[src/rtl/fetch_sequencer.sv]
// Fetch sequencer: owns the PC, reads the combinational instruction memory and
// hands fetched instructions to decode through a single-entry valid/ready register.
module fetch_sequencer #(
  parameter logic [31:0] RESET_PC  = 32'h0000_0000,
  parameter int unsigned MEM_WORDS = 128
) (
  input  logic        Clk,
  input  logic        Reset,
  input  logic        Start,
  input  logic        Halt,
  input  logic        Redirect,
  input  logic [31:0] RedirectPC,
  output logic [31:0] ImAddress,
  input  logic [31:0] ImInstruction,
  output logic        OutValid,
  input  logic        OutReady,
  output logic [31:0] OutInstruction,
  output logic [31:0] OutPC,
  output logic        Halted,
  output logic        Fault,
  output logic [31:0] FaultPC,
  output logic [31:0] FetchCount
);

  localparam logic [1:0] StIdle  = 2'd0;
  localparam logic [1:0] StRun   = 2'd1;
  localparam logic [1:0] StHalt  = 2'd2;
  localparam logic [1:0] StFault = 2'd3;

  logic [1:0]  state_q, state_d;
  logic [31:0] pc_q, pc_d;
  logic        valid_q, valid_d;
  logic [31:0] instr_q, instr_d;
  logic [31:0] out_pc_q, out_pc_d;
  logic [31:0] fault_pc_q, fault_pc_d;
  logic [31:0] count_q, count_d;

  logic slot_free;
  logic pc_illegal;

  assign slot_free  = !valid_q || OutReady;
  assign pc_illegal = (pc_q[1:0] != 2'b00) || ({2'b00, pc_q[31:2]} >= 32'(MEM_WORDS));

  // Next-state: redirect beats the fault check, which beats capture; halt applies afterwards.
  always_comb begin
    state_d    = state_q;
    pc_d       = pc_q;
    valid_d    = valid_q;
    instr_d    = instr_q;
    out_pc_d   = out_pc_q;
    fault_pc_d = fault_pc_q;
    count_d    = count_q;
    case (state_q)
      StIdle: begin
        if (Start) state_d = StRun;
      end
      StRun: begin
        if (Redirect) begin
          // Drops the entry even if decode is accepting it this cycle.
          valid_d = 1'b0;
          pc_d    = RedirectPC;
          if (Halt) state_d = StHalt;
        end else if (slot_free && pc_illegal) begin
          state_d    = StFault;
          fault_pc_d = pc_q;
          valid_d    = 1'b0;
        end else begin
          if (slot_free) begin
            instr_d  = ImInstruction;
            out_pc_d = pc_q;
            valid_d  = 1'b1;
            pc_d     = pc_q + 32'd4;
            if (count_q != 32'hFFFF_FFFF) count_d = count_q + 32'd1;
          end
          if (Halt) state_d = StHalt;
        end
      end
      StHalt: begin
        // Pending entry stays visible until decode takes it.
        if (valid_q && OutReady) valid_d = 1'b0;
        if (Start) state_d = StRun;
      end
      default: begin
        valid_d = 1'b0;
      end
    endcase
  end

  // State registers with synchronous reset.
  always_ff @(posedge Clk) begin
    if (Reset) begin
      state_q    <= StIdle;
      pc_q       <= RESET_PC;
      valid_q    <= 1'b0;
      instr_q    <= 32'd0;
      out_pc_q   <= 32'd0;
      fault_pc_q <= 32'd0;
      count_q    <= 32'd0;
    end else begin
      state_q    <= state_d;
      pc_q       <= pc_d;
      valid_q    <= valid_d;
      instr_q    <= instr_d;
      out_pc_q   <= out_pc_d;
      fault_pc_q <= fault_pc_d;
      count_q    <= count_d;
    end
  end

  // Outputs are direct views of state.
  always_comb begin
    ImAddress      = pc_q;
    OutValid       = valid_q;
    OutInstruction = instr_q;
    OutPC          = out_pc_q;
    Halted         = (state_q == StHalt);
    Fault          = (state_q == StFault);
    FaultPC        = fault_pc_q;
    FetchCount     = count_q;
  end

endmodule

[config.mk]
export PLATFORM = sky130hd
export DESIGN_NAME = fetch_sequencer
export DESIGN_NICKNAME = d
export VERILOG_FILES = /design/src/rtl/fetch_sequencer.sv
export SDC_FILE = /design/constraint.sdc
export NUM_CORES = 1
export LEC_CHECK = 0
export ABC_CLOCK_PERIOD_IN_PS = 2300
export CORE_MARGIN = 3
export CORE_UTILIZATION = 40
export DETAILED_ROUTE_END_ITERATION = 7
export DONT_BUFFER_PORTS = 1
export PLACE_DENSITY = 0.62
export SYNTH_ARGS = -nofsm -noshare
export SYNTH_HDL_FRONTEND = slang
export SYNTH_SLANG_ARGS = --single-unit
[constraint.sdc]
create_clock -name Clk -period 2.3 [get_ports Clk]
set_input_delay 0.575 -clock Clk [delete_from_list [all_inputs] [get_ports Clk]]
set_output_delay 0.575 -clock Clk [all_outputs]
set_load 0.02 [all_outputs]
After elaboration in Yosys (flattened, before gate mapping)

Cells that the tools add are included.

Add/subtract/negate cells: 2
Equal/unequal tests: 8
Bitwise gates (word level): 3
Mux-type cells: 13
Order comparisons: 1
Reduce and logical (&&, ||, !) cells: 16

Operator list:

| operator              | number |
|---|---|
| $mux 32               | 3 |
| $add 32x1->32 const B | 1 |
| $add 32x3->32 const B | 1 |
| $ne 32x32->1 const B  | 1 |
| $ge 30x8->1 const B   | 1 |
| $reduce_and 3->1      | 3 |
| $mux 2                | 4 |
| $reduce_bool 2->1     | 3 |
| $reduce_and 5->1      | 1 |
| $eq 2x2->1 const B    | 2 |
| $mux 1                | 4 |
| $ne 2x1->1 const B    | 2 |
| $ne 4x4->1 const B    | 1 |
| $pmux 2 s2            | 1 |
| $reduce_and 4->1      | 1 |
| $not 1->1             | 3 |
| $pmux 1 s3            | 1 |
| $eq 2x1->1 const B    | 1 |
| $logic_and 1x1->1     | 2 |
| $logic_not 2->1       | 1 |
| $logic_or 1x1->1      | 2 |
| $ne 2x2->1 const B    | 1 |
| $reduce_and 2->1      | 1 |
| $reduce_or 2->1       | 1 |
| $logic_not 1->1       | 1 |

Flip-flop bits (word level): 163

Depth between registers and ports, before layout

Gate-level depths: netlist of run 1.

Depth in word-level cells: 6
Gate-level depth with buffers: 9
Mapped depth without buffers: 6

Least setup slack after synthesis of run 1

OpenSTA, ideal clock, no wires.

Kind: flip-flop to flip-flop
From: register count_q[11] (netlist: FetchCount[11])
To: register count_q[8] (netlist: FetchCount[8])
Cell stages (with the launch flop): 7
Path slack: 225 ps
Buffers on the path: 1
Period minus slack after synthesis: 2075 ps
Arrival: 1952 ps
Cells stage by stage: dfxtp_1 -> nand4_2 -> nor4_4 -> nor4b_4 -> buf_6 -> nor4_1 -> mux2_1

Cells in the longest elaborated chain, start to end: 2

RTL lines:

| element                           | line | source |
|---|---|---|
| from (decl)                       | 36   | `logic [31:0] count_q, count_d;` |
| from (signal assigned)            | 106  | `count_q <= count_d;` |
| $ne 32x32->1                      | 73   | `if (count_q != 32'hFFFF_FFFF) count_d = count_q + 32'd1;` |
| $reduce_and 5->1 (no source line) | -    |  |

No other way between the ends.
A chain may end at the register's enable or synchronous reset.

Worst setup path after layout of run 1

From: register pc_q[9] (netlist: ImAddress[9])
To: register count_q[15] (netlist: FetchCount[15])

Cells in the longest elaborated chain, start to end: 5

RTL lines:

| element                           | line | source |
|---|---|---|
| from (decl)                       | 31   | `logic [31:0] pc_q, pc_d;` |
| from (signal assigned)            | 101  | `pc_q <= pc_d;` |
| $ge 30x8->1                       | 42   | `assign pc_illegal = (pc_q[1:0] != 2'b00) \|\| ({2'b00, pc_q[31:2]} >= 32'(MEM_WORDS));` |
| $logic_or 1x1->1                  | 42   |  |
| $logic_and 1x1->1                 | 63   | `end else if (slot_free && pc_illegal) begin` |
| $not 1->1 (no source line)        | -    |  |
| $reduce_and 5->1 (no source line) | -    |  |

No other way between the ends.

==> flow_summary.yaml, run 1 <==
outcome:
  outcome: "complete, no violations"
placed_design:
  gp_congestion: 0.820
  hpwl_um: 14200
  pre_cts_ws_ns: 0.0457
  dp.cells: 1083
  io_buffer_count: 0
synthesis:
  syn_nets: 904
  synth_compound_area_share_pct: 15.9
  synth_top_family_by_area: "simple AND/OR/NAND/NOR gates"
  synth_top_flop_cell: "dfxtp_1"
  synth_top_area_cell: "dfxtp_1"
  synthTopCellsByArea: "dfxtp_1 (47%), nand2_1 (11%), a21oi_1 (8.8%)"
  synthArstFlopShare_pct: 0
  ys_seq_elements: 163
  synth_area_per_cell_sq_um: 8.28
  netlist_top_cells_count: "nand2_1 (207), dfxtp_1 (163), a21oi_1 (121)"
  yosysMostFrequentCell: "nand2_1"
  synth.mux.area_fraction_pct: 2.07
  netlist_area_sq_um: 6880
  synthDominantCellAreaShare_pct: 47.4
  synthXorXnorAreaFrac_pct: 0
  yosysWarnings: 0
  ys_seq_area_share_pct: 47.4
  syn_inst: 831
  synth-simple-area-share_pct: 29.7
  synth_fa_ha_area_share_pct: 0.545
  synth_cell_types: 60
  synth_edf_count: 0
clocking:
  cts_setup_buffers: 0
  h-tree-depth: 4
  cts.sinks: 163
  ctsHoldBuffers: 0
  insertion_delay_ns: 0.42
  cts_resized: 0
  tritoncts: "built"
  clk_pin_slew_ns: 0.07
  numCtsBuffers: 17
  cts_root_buf: "clkbuf_16"
  cts_buffer_depth: 2
setup_path:
  endpoint_kind: "flop"
  critPathKind: "reg -> reg"
  crit_path_start_kind: "flop"
  path_delay_family: "simple AND/OR/NAND/NOR gates"
  path_cells: "nor4_2 > and4_2 > buf_4 > nand4_2 > or4_1 > a21oi_1"
  slowest_stage: "or4_1"
  arrival_ns: 2.55
  cp_data_required_time_ns: 2.65
  r2r_setup_slack_ns: 0.10
  cp_max_fo: 10
  critical_path_buf_inv_count: 1
  critPathMaxStageDelay_ns: 0.57
floorplan:
  io_pins: 233
  core_sq_um: 16700
  die_h_um: 137
  start_util_pct: 41.2
  rows: 47
  die_w_um: 137
  die_area_sq_um: 18800
timing:
  setup_viol: 0
  tns_ns: 0
  fmax_ghz: 0.455
  grt_setup_unrepaired: "false"
  post-route-min-period_ns: 2.20
  worstMarginPinSlew_ns: 0.549
  finalHoldViolCount: 0
  relSlewSlack_pct: 63.4
  setup_ws_ns: 0.102
  skew_ns: 0.00995
  min_period_over_period_pct: 95.5
  drv_slew: 0
min_path:
  min_path_type: "in -> reg"
final_layout:
  final_nets: 955
  area_growth_pct: 18.9
  layout.cells.non_filler: 1115
  multi_input_area_sq_um: 3350
  insertedDiodeCount: 0
  fillCellCount: 1679
  drive_gt1_share_pct: 17.5
  ff_latch_area_sq_um: 3260
routing:
  dr_wl_met3_um: 1810
  wl_per_cell_um: 18.1
  wl_met2_um: 9690
  via_count: 6102
  final_antenna_net_count: 0
  drt_iter0_drc: 506
  wl_met1_um: 8300
  via_per_inst: 5.47
  highest_layer: "met4"
  drtPass1Iterations: 5
  drc: 0
  wl_um: 20200
global_routing:
  grt_pass1_wl_um: 30900
  gr-usage-all-layers_pct: 20.9
  overflow: 0
  grt_start_max_net_pins: 146
  antenna_found_initial: 0
  grt_pass1_vias: 5641
power_and_ir_drop:
  leakage_nw: 3.03
  power_density_nw_per_um2: 785
  ir_drop_uv: 502
job:
  cap_violations: 0
==> routing by layer <==
metal | up-vias | global-route usage [%]
met3 | 23 | 8.49
met2 | 212 | 33.5
li1 | 3011 | -
met5 | - | 0
met1 | 2856 | 25.8
met4 | 0 | 6.10
==> power breakdown <==
part | total (mW) | switching, mW | internal (mW)
Sequential | 2.97 | 0.0836 | 2.89
Clock | 2.79 | 1.19 | 1.60
Combinational | 0.660 | 0.423 | 0.236
Total | 6.42 | 1.70 | 4.72
==> flip-flops by register name, summed over array words and instances (netlist names) <==
signal and flops:
state_q 2, ImAddress 32, OutPC 32, OutValid 1
OutInstruction 32, FaultPC 32, FetchCount 32
==> layout make-up <==
class / count / area share [%]
Sequential cell: 163 / 39.9
Tap cell: 220 / 3.36
Timing Repair Buffer: 90 / 8.56
Inverter: 9 / 0.413
Multi-Input combinational cell: 601 / 40.9
Clock inverter: 13 / 1.64
Clock buffer: 19 / 5.29
==> final timing paths <==
kind / start / to / cells past startpoint
worst max-delay path: ImAddress[9]$_SDFFE_PP0P_ / FetchCount[15]$_SDFFE_PP0P_ / 6
worst min-delay path: Reset / FetchCount[20]$_SDFFE_PP0P_ / 1
worst max register to register: ImAddress[9]$_SDFFE_PP0P_ / FetchCount[15]$_SDFFE_PP0P_ / 6
worst min register to register: FetchCount[27]$_SDFFE_PP0P_ / FetchCount[27]$_SDFFE_PP0P_ / 2
==> cells by family after synthesis <==
kind of cell,Yosys count
adder cells (fa/ha/maj),3
multiplexers,13
AND/OR/NAND/NOR,398
AO/OA/AOI/OAI,187
flip-flops,163
buffers and inverters,67
==> layout by cell type (no fill, tap or decap), types with 15 or more instances in the layout <==
cell / n
and3_1: 29
nand4_1: 15
clkbuf_16: 17
nor2_1: 34
nand2_1: 207
a21oi_1: 120
o31ai_1: 19
nand3_1: 24
dfxtp_1: 163
or4_1: 17
buf_4: 88
==> worst register-to-register path: stages (launching register included) <==
cell	delay, ns
dfxtp_1	0.33
nor4_2	0.33
and4_2	0.37
buf_4	0.17
nand4_2	0.20
or4_1	0.57
a21oi_1	0.17
==> metrics by stage <==
step           area [sq um]  utilization (%)  total power [mW]  hold WS, ns
3_3_place_gp           7610             45.6              3.69        0.502
4_1_cts                8180             49.0              6.47        0.219
6_report               8190             49.0              6.42        0.234
2_1_floorplan          6880                -              3.49        0.533
5_1_grt                8190             49.0              6.66        0.221
3_5_place_dp           7610             45.6              3.70        0.507
Note: power is estimated with default switching activity, not from simulation.
==> run 2, diff against run 1 <==
--- a/config.mk
+++ b/config.mk
@@ -6,11 +6,14 @@
 export NUM_CORES = 1
 export LEC_CHECK = 0
 export ABC_CLOCK_PERIOD_IN_PS = 2300
+export CELL_PAD_IN_SITES_DETAIL_PLACEMENT = 1
+export CELL_PAD_IN_SITES_GLOBAL_PLACEMENT = 1
 export CORE_MARGIN = 3
 export CORE_UTILIZATION = 40
 export DETAILED_ROUTE_END_ITERATION = 7
 export DONT_BUFFER_PORTS = 1
-export PLACE_DENSITY = 0.62
+export PLACE_DENSITY = 0.79
+export REMOVE_ABC_BUFFERS = 1
 export SYNTH_ARGS = -nofsm -noshare
 export SYNTH_HDL_FRONTEND = slang
 export SYNTH_SLANG_ARGS = --single-unit
==> run 2 against run 1 <==
Sequential cell count is the same. Sequential share of layout area down 0.14 points. Via count is 4.8% higher. Critical path depth did not move. Clock power is essentially flat. Maximum frequency rose by 1.0%. Cell area grew 0.35%. Sequential power barely moved. Worst hold slack worse by 0.024 ns. Clock skew increased by 0.0015 ns. Utilization increased by 0.17 points. Power rose by 0.20%. Highest routed layer unchanged.
==> flow_summary.yaml, run 2 (same netlist as run 1, synthesis figures left out) <==
power_and_ir_drop:
  ir_drop_uv: 542
  power_density_nw_per_um2: 783
  leakage_nw: 3.03
setup_path:
  cp_max_fo: 11
  path_delay_family: "simple AND/OR/NAND/NOR gates"
  cp_data_required_time_ns: 2.62
  critPathKind: "reg -> reg"
  cp.depth: 6
  critPathMaxStageDelay_ns: 0.37
  path_cells: "nor4_4 > and4_2 > buf_4 > nand4_4 > nor4_1 > mux2_2"
  crit_path_start_kind: "flop"
  arrival_ns: 2.49
  endpoint_kind: "flop"
  critical_path_buf_inv_count: 1
  slowest_stage: "mux2_2"
  worst_r2r_path_depth: 6
placed_design:
  io_buffer_count: 0
  pre_cts_ws_ns: -0.0448
  gp_congestion: 0.810
  hpwl_um: 15700
  place_area_sq_um: 7590
clocking:
  h-tree-depth: 4
  ctsHoldBuffers: 0
  insertion_delay_ns: 0.43
  clk_pin_slew_ns: 0.07
  cts_buffer_depth: 2
  cts_root_buf: "clkbuf_16"
  numCtsBuffers: 17
  cts.sinks: 163
  tritoncts: "built"
timing:
  grt_setup_unrepaired: "false"
  tns_ns: 0
  skew_ns: 0.0115
  setup_ws_ns: 0.124
  worstMarginPinSlew_ns: 0.676
  min_period_over_period_pct: 94.6
  post-route-min-period_ns: 2.18
  finalHoldViolCount: 0
  setup_viol: 0
  relSlewSlack_pct: 54.5
  hold_slack_ns: 0.211
  fmax_ghz: 0.460
  drv_slew: 0
final_layout:
  mostFrequentLayoutCells: "nand2_1 (207), dfxtp_1 (163), a21oi_1 (120)"
  final_common_cell: "nand2_1"
  area_growth_pct: 19.4
  final_area_sq_um: 8210
  drive_gt1_share_pct: 17.9
  insertedDiodeCount: 0
  final_nets: 956
job:
  cap_violations: 0
floorplan:
  core_sq_um: 16700
  die_h_um: 137
  die_w_um: 137
  die_area_sq_um: 18800
  start_util_pct: 41.2
  io_pins: 233
  rows: 47
routing:
  via_per_inst: 5.73
  via_count: 6392
  wl_per_cell_um: 20.5
  drtPass1Iterations: 4
  wl_um: 22900
  drt_iter0_drc: 221
  drc: 0
  final_antenna_net_count: 0
global_routing:
  use_met2_pct: 38.9
  grt_pass1_vias: 6617
  gr-usage-all-layers_pct: 23.5
  use_met3_pct: 8.42
  use_met1_pct: 27.9
  grt_start_max_net_pins: 146
  grt_pass1_wl_um: 34900
  overflow: 0
  antenna_found_initial: 0
  grt_busiest_layer: "met2"
min_path:
  min_path_cells: 1
  min_path_type: "in -> reg"
outcome:
  outcome: "complete, no violations"
## run 2: layer usage
layer / share of wire, % / wire length, um
met5: 0 / 0
met4: 2.5 / 566
met3: 7.7 / 1760
met2: 49 / 11200
met1: 41 / 9350
## run 2: where the power goes
group	leakage, nW	switching (mW)	internal, mW
clock network	0.277	1.24	1.53
registers	1.32	0.0872	2.89
logic	1.44	0.448	0.236
## run 2: area by class of cell
class | instances | area (sq um)
clock inverter | 14 | 126
sequential | 163 | 3260
tap | 220 | 275
inverter | 9 | 33.8
fill | 2008 | 8490
timing repair buffer | 91 | 708
multi-input combinational | 601 | 3370
clock buffer | 18 | 439
## run 2: repair_timing
item                       CTS  global route
pin swaps                    0             1
buffers inserted             0             2
setup endpoints to repair    2            14
cloned                       0             0
resized for setup            2             4
## run 2: worst paths after layout
| path | startpoint | to | slack, ns |
|---|---|---|---|
| worst max-delay path | ImAddress[9]$_SDFFE_PP0P_ | FetchCount[29]$_SDFFE_PP0P_ | 0.12 |
| worst min-delay path | Reset | FaultPC[3]$_SDFFE_PP0P_ | 0.21 |
| worst max register to register | ImAddress[9]$_SDFFE_PP0P_ | FetchCount[29]$_SDFFE_PP0P_ | 0.12 |
| worst min register to register | ImAddress[5]$_SDFFE_PP0P_ | OutPC[5]$_SDFFE_PP0P_ | 0.52 |
## run 2: stage by stage
stage | cells | util [%] | power [mW]
detailed placement | 1082 | 45.5 | 3.71
finish | 1116 | 49.2 | 6.44
floorplan | 773 | - | 3.40
global placement | 1082 | 45.5 | 3.68
global route | 1116 | 49.2 | 6.67
CTS | 1114 | 48.9 | 6.47
==> run 3, diff against run 2 <==
--- a/config.mk
+++ b/config.mk
@@ -9,11 +9,10 @@
 export CELL_PAD_IN_SITES_DETAIL_PLACEMENT = 1
 export CELL_PAD_IN_SITES_GLOBAL_PLACEMENT = 1
 export CORE_MARGIN = 3
-export CORE_UTILIZATION = 40
+export CORE_UTILIZATION = 45
 export DETAILED_ROUTE_END_ITERATION = 7
 export DONT_BUFFER_PORTS = 1
-export PLACE_DENSITY = 0.79
-export REMOVE_ABC_BUFFERS = 1
+export PLACE_DENSITY = 0.86
 export SYNTH_ARGS = -nofsm -noshare
 export SYNTH_HDL_FRONTEND = slang
 export SYNTH_SLANG_ARGS = --single-unit
==> run 3 against run 2 <==
Sequential share of layout area up 0.29 points. Non-clock buffer count down 5. Worst setup slack about the same. Largest cell class unchanged. Sequential power about the same. Wire length up 3.6%. Cell area down 0.73%. Die area down 11%. Sequential cell count unchanged. Final cell count down 3.5%. Count of clock-buffer cells in the layout unchanged. Combinational power down 0.9%.
==> flow_summary.yaml, run 3 (same netlist as run 1, synthesis figures left out) <==
outcome:
  outcome: "complete, no violations"
timing:
  drv_slew: 0
  skew_ns: 0.0116
  setup_ws_ns: 0.124
  post-route-min-period_ns: 2.18
  fmax_ghz: 0.460
  relSlewSlack_pct: 64.6
  min_period_over_period_pct: 94.6
  worstMarginPinSlew_ns: 0.531
  setup_viol: 0
  grt_setup_unrepaired: "false"
  finalHoldViolCount: 0
routing:
  wl_per_cell_um: 22.0
  drtPass1Iterations: 5
  final_antenna_net_count: 0
  drc: 0
  wl_um: 23700
  via_per_inst: 6.03
  drt_iter0_drc: 407
  via_count: 6498
power_and_ir_drop:
  intPower_mw: 4.57
  ir_drop_uv: 572
  power_density_nw_per_um2: 790
  leakage_nw: 2.99
  switching_share_pct: 29.0
  p_comb_share_pct: 10.5
  p_sw_mw: 1.87
  pwr-share-clk_pct: 43.2
  finalPower_mw: 6.44
  power.share.sequential_pct: 46.3
clocking:
  cts_buffer_depth: 2
  cts_root_buf: "clkbuf_16"
  clk_pin_slew_ns: 0.07
  numCtsBuffers: 17
  cts.sinks: 163
  tritoncts: "built"
  ctsHoldBuffers: 0
  h-tree-depth: 4
  insertion_delay_ns: 0.43
final_layout:
  final_nets: 952
  fillCellCount: 1764
  area_growth_pct: 18.5
  final_common_cell: "nand2_1"
  drive_gt1_share_pct: 17.6
  mostFrequentLayoutCells: "nand2_1 (207), dfxtp_1 (163), a21oi_1 (120)"
  final_area_sq_um: 8150
setup_path:
  critPathKind: "reg -> reg"
  path_cells: "nor4_2 > and4_1 > buf_4 > nand4_4 > nor4_1 > mux2_2"
  cp_max_fo: 11
  cp_data_required_time_ns: 2.62
  critPathMaxStageDelay_ns: 0.38
  crit_path_start_kind: "flop"
  arrival_ns: 2.50
  endpoint_kind: "flop"
  slowest_stage: "nor4_2"
  worst_r2r_path_depth: 6
global_routing:
  gr-usage-all-layers_pct: 27.1
  grt_pass1_vias: 6805
  grt_start_max_net_pins: 146
  grt_pass1_wl_um: 36100
  overflow: 0
  antenna_found_initial: 2
floorplan:
  io_pins: 233
  die_area_sq_um: 16800
  die_w_um: 130
  core_sq_um: 14800
  rows: 44
  die_h_um: 130
  start_util_pct: 46.6
placed_design:
  io_buffer_count: 0
  gp_congestion: 0.833
  hpwl_um: 16500
  place_area_sq_um: 7490
  pre_cts_ws_ns: -0.00383
min_path:
  min_path_cells: 1
  min_path_type: "in -> reg"
job:
  cap_violations: 0
==> run 3: cell count changes in the layout (fill, tap and decap cells not counted), sizes merged <==
cell / change
clkinvlp: +1
clkinv: -3
diode: +1
buf: -5
inv: +3
nand3: +1
bufinv: -1
==> run 3: final timing paths <==
kind / end / startpoint / slack (ns)
worst max register to register: FetchCount[29]$_SDFFE_PP0P_ / ImAddress[9]$_SDFFE_PP0P_ / 0.12
worst min register to register: ImAddress[4]$_SDFFE_PP0P_ / ImAddress[4]$_SDFFE_PP0P_ / 0.54
worst max-delay path: FetchCount[29]$_SDFFE_PP0P_ / ImAddress[9]$_SDFFE_PP0P_ / 0.12
worst min-delay path: OutInstruction[31]$_SDFFE_PP0P_ / Reset / 0.22
==> run 3: power groups by stage <==
stage	clock (mW)	sequential, mW	combinational [mW]
2_1_floorplan	0	3.09	0.401
3_3_place_gp	0	3.03	0.600
3_5_place_dp	0	3.04	0.635
4_1_cts	2.82	2.98	0.645
5_1_grt	2.95	2.98	0.733
6_report	2.78	2.98	0.678
==> run 3: cell type report <==
cell class                 count  area [sq um]  area share, %
timing repair buffer          86           653           8.01
antenna                        1          2.50         0.0307
inverter                       9          33.8          0.414
sequential                   163          3260           40.0
tap                          184           230           2.82
clock inverter                14           141           1.73
multi-input combinational    602          3390           41.6
clock buffer                  18           439           5.39
==> run 3: timing repair <==
action	4_1_cts	5_1_grt
cloned	0	1
setup buffers	0	1
endpoints found under the setup margin	32	56
pin swaps	0	2
resized for setup	4	6
==> run 3: critical path: cells and delay by family (launching register included) <==
| kind | cells | cell delay (ns) |
|---|---|---|
| and+or+nand+nor | 4 | 1.15 |
| muxes | 1 | 0.37 |
| DFF | 1 | 0.33 |
| buffers and inverters | 1 | 0.21 |
==> run 3: routing by layer <==
| layer | global-route usage [%] | routed length [um] | vias up |
|---|---|---|---|
| met2 | 48.3 | 12300 | 237 |
| met4 | 8.68 | 437 | 2 |
| met5 | 0 | 13 | - |
| met1 | 29.8 | 8980 | 3210 |
| li1 | - | - | 3012 |
| met3 | 10.3 | 1930 | 37 |
==> run 3: stage by stage <==
stage	util, %	TNS, ns	hold WS (ns)	instances
global route	55.3	0	0.196	1077
CTS	54.9	0	0.205	1074
finish	55.3	0	0.217	1077
global placement	50.8	0	0.491	1042
floorplan	-	0	0.533	831
detailed placement	50.8	-0.00383	0.511	1042
